==> config.mk <==
export PLATFORM = sky130hd
export DESIGN_NAME = exec_unit
export DESIGN_NICKNAME = d
export VERILOG_FILES = /design/src/rtl/rv_pkg.sv /design/src/rtl/alu.sv /design/src/rtl/extend.sv /design/src/rtl/flopenr.sv /design/src/rtl/exec_unit.sv
export SDC_FILE = /design/constraint.sdc
export NUM_CORES = 1
export LEC_CHECK = 0
export CORE_ASPECT_RATIO = 1.5
export CORE_MARGIN = 2
export CORE_UTILIZATION = 50
export DETAILED_ROUTE_END_ITERATION = 12
export PLACE_DENSITY = 0.75
export SLEW_MARGIN = 5
export SYNTH_ARGS = -nofsm -noshare
export SYNTH_HDL_FRONTEND = slang
export SYNTH_SLANG_ARGS = --single-unit
==> constraint.sdc <==
create_clock -name clk -period 18.8 [get_ports clk]
set_input_delay 5.64 -clock clk [delete_from_list [all_inputs] [get_ports clk]]
set_output_delay 5.64 -clock clk [all_outputs]
set_load 0.05 [all_outputs]
==> src/rtl/rv_pkg.sv <==
// Shared encodings for the RV32I multi-cycle datapath: immediate formats,
// ALU operations and ALU B-operand selects.
package rv_pkg;

  localparam logic [2:0] IMM_I = 3'b000;
  localparam logic [2:0] IMM_S = 3'b001;
  localparam logic [2:0] IMM_B = 3'b010;
  localparam logic [2:0] IMM_J = 3'b011;
  localparam logic [2:0] IMM_U = 3'b100;

  localparam logic [2:0] ALU_ADD = 3'b000;
  localparam logic [2:0] ALU_SUB = 3'b001;
  localparam logic [2:0] ALU_AND = 3'b010;
  localparam logic [2:0] ALU_OR  = 3'b011;
  localparam logic [2:0] ALU_XOR = 3'b100;
  localparam logic [2:0] ALU_SLT = 3'b101;
  localparam logic [2:0] ALU_SRL = 3'b110;
  localparam logic [2:0] ALU_SRA = 3'b111;

  localparam logic [1:0] SRCB_REG  = 2'b00;
  localparam logic [1:0] SRCB_IMM  = 2'b01;
  localparam logic [1:0] SRCB_FOUR = 2'b10;
  localparam logic [1:0] SRCB_ZERO = 2'b11;

endpackage

==> src/rtl/alu.sv <==
// Combinational ALU. Add/sub wrap; shifts use only the low five bits of b.
module alu
  import rv_pkg::*;
#(
  parameter int unsigned WIDTH = 32
) (
  input  logic [WIDTH-1:0] a,
  input  logic [WIDTH-1:0] b,
  input  logic [2:0]       alu_control,
  output logic [WIDTH-1:0] result,
  output logic             zero
);

  logic lt;

  assign lt = $signed(a) < $signed(b);

  always_comb begin
    result = '0;
    case (alu_control)
      ALU_ADD: result = a + b;
      ALU_SUB: result = a - b;
      ALU_AND: result = a & b;
      ALU_OR:  result = a | b;
      ALU_XOR: result = a ^ b;
      ALU_SLT: result = {{(WIDTH-1){1'b0}}, lt};
      ALU_SRL: result = a >> b[4:0];
      ALU_SRA: result = $signed(a) >>> b[4:0];
      default: result = '0;
    endcase
  end

  assign zero = (result == '0);

endmodule

==> src/rtl/extend.sv <==
// Immediate sign-extender. The instr port carries instruction bits [31:7],
// so instruction bit i appears at instr[i-7].
module extend
  import rv_pkg::*;
(
  input  logic [24:0] instr,
  input  logic [2:0]  imm_src,
  output logic [31:0] imm_ext
);

  always_comb begin
    imm_ext = 32'h0;
    case (imm_src)
      IMM_I: imm_ext = {{20{instr[24]}}, instr[24:13]};
      IMM_S: imm_ext = {{20{instr[24]}}, instr[24:18], instr[4:0]};
      IMM_B: imm_ext = {{19{instr[24]}}, instr[24], instr[0], instr[23:18], instr[4:1], 1'b0};
      IMM_J: imm_ext = {{11{instr[24]}}, instr[24], instr[12:5], instr[13], instr[23:14], 1'b0};
      IMM_U: imm_ext = {instr[24:5], 12'b0};
      default: imm_ext = 32'h0;
    endcase
  end

endmodule

==> src/rtl/flopenr.sv <==
// Enabled register with asynchronous active-low clear.
module flopenr #(
  parameter int unsigned WIDTH = 32
) (
  input  logic             clk,
  input  logic             resetn,
  input  logic             en,
  input  logic [WIDTH-1:0] d,
  output logic [WIDTH-1:0] q
);

  always_ff @(posedge clk or negedge resetn) begin
    if (!resetn) begin
      q <= '0;
    end else if (en) begin
      q <= d;
    end
  end

endmodule

==> src/rtl/exec_unit.sv <==
// Execute-stage slice: immediate extender, ALU with B-operand select and the
// enabled ALUOut register feeding the next cycle.
module exec_unit
  import rv_pkg::*;
#(
  parameter int unsigned WIDTH = 32
) (
  input  logic             clk,
  input  logic             resetn,
  input  logic [24:0]      instr,
  input  logic [2:0]       imm_src,
  input  logic [WIDTH-1:0] src_a,
  input  logic [WIDTH-1:0] reg_b,
  input  logic [1:0]       alu_src_b,
  input  logic [2:0]       alu_control,
  input  logic             alu_out_en,
  output logic [31:0]      imm_ext,
  output logic [WIDTH-1:0] alu_result,
  output logic             zero,
  output logic [WIDTH-1:0] alu_out
);

  logic [WIDTH-1:0] src_b;

  extend u_extend (
    .instr   (instr),
    .imm_src (imm_src),
    .imm_ext (imm_ext)
  );

  always_comb begin
    src_b = '0;
    case (alu_src_b)
      SRCB_REG:  src_b = reg_b;
      SRCB_IMM:  src_b = WIDTH'(imm_ext);
      SRCB_FOUR: src_b = WIDTH'(4);
      SRCB_ZERO: src_b = '0;
      default:   src_b = '0;
    endcase
  end

  alu #(
    .WIDTH (WIDTH)
  ) u_alu (
    .a           (src_a),
    .b           (src_b),
    .alu_control (alu_control),
    .result      (alu_result),
    .zero        (zero)
  );

  flopenr #(
    .WIDTH (WIDTH)
  ) u_alu_out_reg (
    .clk    (clk),
    .resetn (resetn),
    .en     (alu_out_en),
    .d      (alu_result),
    .q      (alu_out)
  );

endmodule

==> results of run 1 <==
## worst paths after layout
kind	endpoint	slack, ns	cells after the start
setup / recovery	zero	1.03	21
max in group asynchronous	u_alu_out_reg.q[26]$_DFFE_PN0P_	12.76	2
hold / removal	u_alu_out_reg.q[14]$_DFFE_PN0P_	0.50	1
hold reg to reg	u_alu_out_reg.q[14]$_DFFE_PN0P_	0.50	1
setup reg to reg	u_alu_out_reg.q[30]$_DFFE_PN0P_	18.03	1
min in group asynchronous	u_alu_out_reg.q[5]$_DFFE_PN0P_	5.75	2
## synthesized netlist by cell type (18+ instances only)
master    count  area (sq um)
nand3_1      37         185.2
mux2_2       38         427.9
clkbuf_1     71         266.5
a31oi_1      18         112.6
a22oi_1      36         270.3
nor2b_1      23         143.9
inv_1       129         484.2
ha_1         97          1214
a21oi_1     118         590.6
o22ai_1      28         175.2
xnor2_1      22         192.7
mux2i_1      79         790.8
nor2_1      147         551.8
dfrtp_1      32         800.8
nor3_1       32         160.2
o21ai_0      71         355.3
a211oi_1     49         367.9
nand2_1      74         277.8
## per-stage QoR
stage	cell area [sq um]	std cells	util (%)	hold WS [ns]	setup slack (ns)
6_report	11810	1755	63.40	0.5030	1.026
5_1_grt	11810	1755	63.40	0.5177	0.5441
4_1_cts	11810	1755	63.40	0.5058	1.124
3_5_place_dp	11620	1747	62.42	0.4945	1.137
3_3_place_gp	11620	1747	62.42	0.4885	1.273
2_1_floorplan	9560	1374	-	0.7734	1.869
## kinds of logic (layout without fill, tap and decap cells)
kind of cell	Yosys count	in the layout
compound gates	462	462
xor+xnor	27	27
fa+ha+maj	99	99
flops	32	32
mux	125	125
buf+inv	236	365
simple gates	393	393
## per-layer routing
layer / GRT usage [%] / vias up
met5: 0 / -
met4: 30.59 / 0
met3: 10.59 / 248
met2: 65.41 / 856
met1: 45.93 / 5424
li1: - / 5316
## area by class of cell
cell class / count / area [sq um]
Fill cell: 1784 / 6815
Clock buffer: 7 / 152.6
Tap cell: 252 / 315.3
Multi-Input combinational cell: 1106 / 7844
Clock inverter: 1 / 30.03
Inverter: 133 / 500.5
Sequential cell: 32 / 800.8
Timing Repair Buffer: 224 / 2165
## worst max-delay path, cell delays in order
cell             delay [ns]
clkdlybuf4s50_1        0.81
or3b_1                 0.55
o31a_2                 0.38
inv_2                  0.09
buf_4                  0.23
ha_1                   0.23
inv_1                  0.07
fa_1                   0.43
nor2b_1                0.21
o31ai_1                0.19
a211o_1                0.32
and2_1                 0.19
o22ai_1                0.19
xnor2_1                0.10
a221o_1                0.42
or4_1                  0.53
nor4_1                 0.55
nand4_1                0.17
nor4_1                 0.33
and4_1                 0.31
buf_12                 0.15
## power by group through the flow
stage                     Sequential (mW)  Clock, mW  Combinational [mW]
after floorplan                     0.140          0               0.293
after global placement             0.0904          0               0.518
after detailed placement           0.0913          0               0.519
after CTS                          0.0903     0.0995               0.521
after global routing               0.0918      0.101               0.562
final                              0.0900     0.0980               0.535
==> results.toml, run 1 <==
[layout]
reg.largest.list = "u_alu_out_reg.q (32)"
areaGrowthSynthToFinish_pct = 23.51
largest_reg_flops = 32
n_antenna_cell = 0
drive_above_1_share_pct = 6.919
nNetsFinal = 1701
final_cell_mix = "191 x clkdlybuf4s50_1, 146 x nor2_1, 129 x inv_1"
regMostFlops = "u_alu_out_reg.q"
final_common_cell = "clkdlybuf4s50_1"

[setup_path]
worstSetupStartpoint = "imm_src[2]"
path_max_fanout = 24
crit_path_end_kind = "output port"
arrival_ns = 12.13
required_ns = 13.16
criticalPathCategory = "primary input to output port"
rr_startpoint = "u_alu_out_reg.q[30]$_DFFE_PN0P_"
start_kind = "primary input"

[power_and_ir_drop]
p_comb_share_pct = 74.0
switching_share_pct = 53.64
clkPwrFrac_pct = 13.6
p_leak_nw = 5.111
vdd_drop_max_mv = 0.03064
internal-power_mw = 0.3351
power_density_nw_per_um2 = 61.22
p_seq_share_pct = 12.4
power.switching_mw = 0.3877
finalPower_mw = 0.7228

[die]
ioPinCount = 197
die_x_microns = 116.9
initial_utilization_pct = 51.34
die_h_microns = 173.4
row_count = 61
core_area_sq_um = 18620
die_area_sq_um = 20270

[timing]
setup_viol = 0
final-max-slew-violation-count = 0
period_share_pct = 94.54
fin_skew_ns = 0
tns_ns = 0
relSlewSlack_pct = 20.40
clock.fmax_ghz = 0.05626
worstMarginPinSlew_ns = 1.190
hold_viol_final = 0
period_minus_slack_ns = 17.77
rsz0062_at_grt = "no"

[yosys]
synthSimpleGateAreaFrac_pct = 19.67
synth_mux_area_share_pct = 14.30
syn_area_sq_um = 9560
synth_compound_area_share_pct = 32.14
synth_edf_count = 0
syn_inst = 1374
ys.flop_type = "dfrtp_1"
synth_top_family_by_area = "compound AO/OA/AOI/OAI gates"
synth-seq-cells = 32
syn_avg_cell_area_sq_um = 6.958
yosysUniqueCellTypes = 83
synth_nets = 1573
async_reset_ff_share_pct = 100.0
synth_fa_ha_area_share_pct = 13.11
synth_xor_area_share_pct = 2.670
ys_seq_area_share_pct = 8.376
yosysWarningCount = 0

[clock_network]
cts.path.max_buffers = 2
cts.clk_slew.worst_paths_ns = 0.05
h-tree-depth = 2
cts_hold_buf = 0
post_cts_resize_count = 0
cts_tree = "done"
numCtsBuffers = 5
root_buffer = "clkbuf_16"
cts_sinks = 32
cts_setup_buffers = 0
insertion_delay_ns = 0.28

[drt]
drc = 0
firstDrtPassIters = 7
drt_iter0_drc = 1275
wirelength_microns = 42880
num_vias = 11840
vias_per_cell = 6.749
wl_met1_microns = 14770
top_layer = "met4"
ant_nets = 0
dr_wl_met2_microns = 19500
route.met3.wl_microns = 4770
wire_per_inst_microns = 24.43

[hold_path]
worstHoldPathType = "flop to flop"
worstHoldStart = "u_alu_out_reg.q[14]$_DFFE_PN0P_"

[global_route]
overflow = 0
antenna_found_initial = 0
grt_first_pass_wirelength_microns = 64270
grt_max_degree = 52
track_usage_pct = 41.03
grt_pass1_vias = 11340

[place]
place.gp.congestion = 1.113
dpl.hpwl_microns = 33690
io_buffers = 196

[status]
status = "finished clean"

[flow_run]
cap_viol_max_count = 0
Power figures use the tool's default switching activity.
==> run 2: changes to the inputs <==
- ABC_AREA: default -> 1
- PLACE_DENSITY: 0.75 -> 0.74
==> results.toml, run 2 <==
[clock_network]
post_cts_resize_count = 0
numCtsBuffers = 5
insertion_delay_ns = 0.28
cts_tree = "done"
root_buffer = "clkbuf_16"
cts.path.max_buffers = 2
cts_setup_buffers = 0
h-tree-depth = 2
cts.clk_slew.worst_paths_ns = 0.05
cts_hold_buf = 0
cts_sinks = 32

[layout]
n_antenna_cell = 0
final_area_sq_um = 12460
n_fill_cell = 2078
largest_reg_flops = 32
areaGrowthSynthToFinish_pct = 21.27
final_cells = 2349
reg.largest.list = "u_alu_out_reg.q (32)"
final_cell_mix = "645 x nand2_1, 248 x nand3_1, 244 x inv_1"
regMostFlops = "u_alu_out_reg.q"
final_core_util_pct = 61.52
drive_above_1_share_pct = 4.173
final_common_cell = "nand2_1"
nNetsFinal = 2283

[drt]
firstDrtPassIters = 10
drt_iter0_drc = 2006
ant_nets = 0
vias_per_cell = 6.171
num_vias = 14500
wirelength_microns = 50720
wire_per_inst_microns = 21.59
drc = 0

[place]
place_area_sq_um = 12280
place.gp.congestion = 1.096
dpl.hpwl_microns = 41020
dp_cells = 2341
io_buffers = 196

[power_and_ir_drop]
vdd_drop_max_mv = 0.02786
power.switching_mw = 0.4172
switching_share_pct = 57.48
p_seq_share_pct = 12.1
p_leak_nw = 6.330
clkPwrFrac_pct = 13.7
finalPower_mw = 0.7258
p_comb_share_pct = 74.2
internal-power_mw = 0.3086
power_density_nw_per_um2 = 58.23

[die]
ioPinCount = 197
die_h_microns = 179.6
initial_utilization_pct = 50.73
core_area_sq_um = 20260
die_x_microns = 121.1
row_count = 64
die_area_sq_um = 21740

[timing]
final-max-slew-violation-count = 0
tns_ns = 0
fin_skew_ns = 0
period_share_pct = 92.75
rsz0062_at_grt = "no"
relSlewSlack_pct = 20.90
setup_viol = 0
clock.fmax_ghz = 0.05735
worstMarginPinSlew_ns = 1.182
period_minus_slack_ns = 17.44
hold_viol_final = 0

[yosys]
synth_nets = 2147
synth_most_common_cell = "nand2_1"
syn_avg_cell_area_sq_um = 5.276
synth_area_leaders = "nand2_1 24%, nand3_1 12%, ha_1 12%"
synth-seq-cells = 32
synth_fa_ha_area_share_pct = 12.20
synth_compound_area_share_pct = 16.63
synth_common_cells = "645 x nand2_1, 248 x nand3_1, 244 x inv_1"
synthSimpleGateAreaFrac_pct = 49.35
async_reset_ff_share_pct = 100.0
synth_mux_area_share_pct = 0
ys.flop_type = "dfrtp_1"
yosysWarningCount = 0
syn_inst = 1948
synth_xor_area_share_pct = 0.5113
synth_edf_count = 0
synth_top_area_cell = "nand2_1"
syn_area_sq_um = 10280
yosysUniqueCellTypes = 53
ys_seq_area_share_pct = 7.792
synth_top_family_by_area = "simple AND/OR/NAND/NOR gates"
synth_top_cell_area_share_pct = 23.56

[global_route]
track_usage_pct = 45.21
antenna_found_initial = 0
overflow = 0
grt_pass1_vias = 13640
grt_first_pass_wirelength_microns = 75920
grt_max_degree = 41

[setup_path]
arrival_ns = 11.80
rr_startpoint = "u_alu_out_reg.q[0]$_DFFE_PN0P_"
worstSetupStartpoint = "imm_src[2]"
reg2reg_setup_slack_ns = 18.05
path_max_fanout = 14
reg2regPathDepth = 2
required_ns = 13.16
criticalPathCategory = "primary input to output port"
crit_path_end_kind = "output port"
endpoint = "zero"
start_kind = "primary input"
reg2reg_to = "u_alu_out_reg.q[0]$_DFFE_PN0P_"

[hold_path]
holdPathStages = 2
worstHoldPathType = "flop to flop"

[status]
status = "finished clean"

[flow_run]
cap_viol_max_count = 0
-- run 2: cell types whose count changed in the layout (fill, tap and decap cells not counted), sizes merged, moves of 36 or more --
cell,change
mux2i,-83
mux2,-40
o21ai,+51
nand2,+586
inv,+118
nand3,+232
a211oi,-48
a22oi,-36
-- run 2: stage by stage --
stage	hold slack [ns]	setup slack, ns
floorplan	0.7600	2.883
global placement	0.4611	1.762
finish	0.4758	1.363
detailed placement	0.4649	1.704
CTS	0.4792	1.688
global route	0.4969	0.9509
-- run 2: how the worst min path moves through the flow --
stage,to,slack (ns),startpoint
5_1_grt,u_alu_out_reg.q[29]$_DFFE_PN0P_,0.50,u_alu_out_reg.q[29]$_DFFE_PN0P_
2_1_floorplan,u_alu_out_reg.q[10]$_DFFE_PN0P_,0.76,u_alu_out_reg.q[10]$_DFFE_PN0P_
3_5_place_dp,u_alu_out_reg.q[23]$_DFFE_PN0P_,0.46,u_alu_out_reg.q[23]$_DFFE_PN0P_
6_report,u_alu_out_reg.q[23]$_DFFE_PN0P_,0.48,u_alu_out_reg.q[23]$_DFFE_PN0P_
3_3_place_gp,u_alu_out_reg.q[17]$_DFFE_PN0P_,0.46,u_alu_out_reg.q[17]$_DFFE_PN0P_
4_1_cts,u_alu_out_reg.q[23]$_DFFE_PN0P_,0.48,u_alu_out_reg.q[23]$_DFFE_PN0P_
-- run 2: final cells by class --
| type | count | area (sq um) | share of cell area, % |
|---|---|---|---|
| Multi-Input combinational cell | 1579 | 8100 | 64.99 |
| Clock buffer | 7 | 152.6 | 1.225 |
| Timing Repair Buffer | 213 | 2090 | 16.77 |
| Sequential cell | 32 | 800.8 | 6.425 |
| Clock inverter | 1 | 30.03 | 0.2409 |
| Tap cell | 264 | 330.3 | 2.650 |
| Inverter | 253 | 959.7 | 7.700 |
-- run 2: power groups by stage --
| stage | clock, mW | combinational (mW) | sequential (mW) |
|---|---|---|---|
| floorplan | 0 | 0.297 | 0.131 |
| global placement | 0 | 0.516 | 0.0879 |
| detailed placement | 0 | 0.519 | 0.0886 |
| CTS | 0.0991 | 0.521 | 0.0878 |
| global route | 0.102 | 0.570 | 0.0890 |
| finish | 0.0994 | 0.539 | 0.0877 |
-- run 2: cells by family after synthesis --
group / Yosys count
AO/OA/AOI/OAI: 307
XOR/XNOR: 6
adder cells (fa/ha/maj): 99
buffers and inverters: 337
flip-flops: 32
AND/OR/NAND/NOR: 1167
-- run 2: metal layers --
layer / share of wire, % / GRT usage, % / vias up
met5: 0 / 0 / -
met4: 11 / 38.84 / 0
met3: 11 / 9.264 / 309
met2: 45 / 72.27 / 1115
met1: 33 / 50.26 / 6478
li1: - / - / 6593
-- run 2: critical path, cell delays in order --
cell and delay (ns):
clkdlybuf4s50_1 0.79, inv_2 0.13, nand3_1 0.14, nand2_2 0.11, a21oi_1 0.58, nand2_1 0.15, nand2_1 0.10, nand2_1 0.07
inv_1 0.08, ha_1 0.23, buf_4 0.19, inv_1 0.20, nand2_1 0.14, nor4_1 0.83, nand3b_1 0.38, nand3_1 0.18
nand2_1 0.06, nand3_1 0.06, nand3_1 0.14, clkinv_1 0.07, nand3_1 0.16, nor2_1 0.13, nand2_1 0.06, nor2_1 0.11
nand2_1 0.12, nor2_1 0.13, clkdlybuf4s50_1 0.80
==> run 3: changes to the inputs <==
- SYNTH_HIERARCHICAL: default -> 1
==> results.toml, run 3 <==
[status]
status = "finished clean"

[timing]
relSlewSlack_pct = 41.34
tns_ns = 0
clock.fmax_ghz = 0.05877
worstMarginPinSlew_ns = 0.8789
final-max-slew-violation-count = 0
rsz0062_at_grt = "no"
period_minus_slack_ns = 17.01
period_share_pct = 90.50
hold_ws_ns = 0.4640
fin_skew_ns = 0
setup_viol = 0
hold_viol_final = 0

[die]
die_h_microns = 184.5
die_x_microns = 124.3
initial_utilization_pct = 50.59
core_area_sq_um = 21470
die_area_sq_um = 22940
row_count = 66
ioPinCount = 197

[drt]
wl_met1_microns = 17470
drt_iter0_drc = 1681
top_layer = "met4"
num_vias = 14700
ant_nets = 0
wire_per_inst_microns = 19.89
route.met3.wl_microns = 4938
wirelength_microns = 50040
vias_per_cell = 5.842
firstDrtPassIters = 7
drc = 0
dr_wl_met2_microns = 22640

[clock_network]
insertion_delay_ns = 0.28
cts.clk_slew.worst_paths_ns = 0.05
cts_setup_buffers = 0
numCtsBuffers = 5
post_cts_resize_count = 0
cts_hold_buf = 0
cts_tree = "done"
root_buffer = "clkbuf_16"
cts.path.max_buffers = 2
cts_sinks = 32
h-tree-depth = 2

[global_route]
overflow = 0
grt_pass1_vias = 13730
track_usage_pct = 41.83
antenna_found_initial = 0
grt_first_pass_wirelength_microns = 74800
grt_max_degree = 39

[flow_run]
cap_viol_max_count = 0

[yosys]
syn_avg_cell_area_sq_um = 5.136
synth_top_family_by_area = "simple AND/OR/NAND/NOR gates"
yosysWarningCount = 6
synth_fa_ha_area_share_pct = 11.43
yosysUniqueCellTypes = 49
synth_top_area_cell = "nand2_1"
ys_seq_area_share_pct = 7.372
ys.flop_type = "dfrtp_1"
syn_area_sq_um = 10860
synthSimpleGateAreaFrac_pct = 53.20
synth-seq-cells = 32
synth_edf_count = 0
synth_compound_area_share_pct = 10.57
synth_nets = 2313
synth_most_common_cell = "nand2_1"
syn_inst = 2115
synth_common_cells = "812 x nand2_1, 313 x inv_1, 288 x nand3_1"
async_reset_ff_share_pct = 100.0
synth_xor_area_share_pct = 0.5645
synth_top_cell_area_share_pct = 28.06
synth_mux_area_share_pct = 0.09216
synth_area_leaders = "nand2_1 28%, nand3_1 13%, ha_1 11%"

[power_and_ir_drop]
finalPower_mw = 0.6925
power_density_nw_per_um2 = 53.91
p_leak_nw = 7.167
vdd_drop_max_mv = 0.03169

[layout]
final_common_cell = "nand2_1"
final_cell_mix = "812 x nand2_1, 313 x inv_1, 288 x nand3_1"
nNetsFinal = 2442
regMostFlops = "u_alu_out_reg/q"
n_antenna_cell = 0
final_core_util_pct = 59.83
areaGrowthSynthToFinish_pct = 18.26
final_area_sq_um = 12840
largest_reg_flops = 32
reg.largest.list = "u_alu_out_reg/q (32)"
drive_above_1_share_pct = 3.431

[setup_path]
crit_path_end_kind = "output port"
arrival_ns = 11.37
start_kind = "primary input"
criticalPathCategory = "primary input to output port"
required_ns = 13.16
path_max_fanout = 37

[place]
dpl.hpwl_microns = 41930
place.gp.congestion = 1.076
io_buffers = 196
place_area_sq_um = 12690

[hold_path]
worstHoldPathType = "flop to flop"
## run 3: layout make-up
class	instances	area [sq um]
Timing Repair Buffer	208	2052
Fill cell	2301	8626
Multi-Input combinational cell	1666	8244
Tap cell	272	340.3
Sequential cell	32	800.8
Clock buffer	7	152.6
Inverter	331	1255
## run 3: logic make-up after synthesis
logic type,count (synthesis)
compound gates,203
xor+xnor,7
mux,1
buf+inv,417
flops,32
simple gates,1357
fa+ha+maj,98
## run 3: per-stage QoR
step	instances	setup WS, ns
floorplan	2115	3.018
global placement	2509	2.039
detailed placement	2509	1.950
CTS	2516	1.945
global route	2516	1.422
finish	2516	1.786
## run 3: per-layer routing
layer  vias up  global-route usage, %
met1      6554                  46.64
met5         -                      0
met4         0                  34.56
met2      1015                  70.97
li1       6901                      -
met3       228                  5.486
## run 3: path summary, 6_finish.rpt
kind,end,startpoint,slack [ns],cells past startpoint
max,zero,imm_src[2],1.79,27
min,u_alu_out_reg/q[18]$_DFFE_PN0P_,u_alu_out_reg/q[18]$_DFFE_PN0P_,0.46,2
max reg2reg,u_alu_out_reg/q[26]$_DFFE_PN0P_,u_alu_out_reg/q[26]$_DFFE_PN0P_,18.18,2
min reg2reg,u_alu_out_reg/q[18]$_DFFE_PN0P_,u_alu_out_reg/q[18]$_DFFE_PN0P_,0.46,2
max in group asynchronous,u_alu_out_reg/q[22]$_DFFE_PN0P_,resetn,12.72,2
min in group asynchronous,u_alu_out_reg/q[3]$_DFFE_PN0P_,resetn,5.78,2
## run 3: critical path: stages
cell and delay, ns:
clkdlybuf4s50_1 0.70, inv_2 0.23, nand3_2 0.14, nand2_2 0.16
nand2_1 0.06, nand2_1 0.08, nand3_1 0.08, nand2_1 0.55
inv_2 0.47, ha_1 0.51, nand2_1 0.07, nor2_1 0.17
nand2_1 0.07, nand3_1 0.12, nand2_1 0.07, nand2_1 0.26
nand2_1 0.15, nand2_1 0.09, nand2_1 0.05, nand3_1 0.07
nand3_1 0.12, nor2_1 0.15, nand2_1 0.08, nor2_1 0.17
nand2_1 0.12, nor2_1 0.14, clkdlybuf4s50_1 0.82
## run 3: where the power goes
| part | internal, mW | switching, mW |
|---|---|---|
| clock | 0.0554 | 0.0275 |
| combinational | 0.156 | 0.366 |
| sequential | 0.0807 | 0.00658 |
| total | 0.292 | 0.401 |
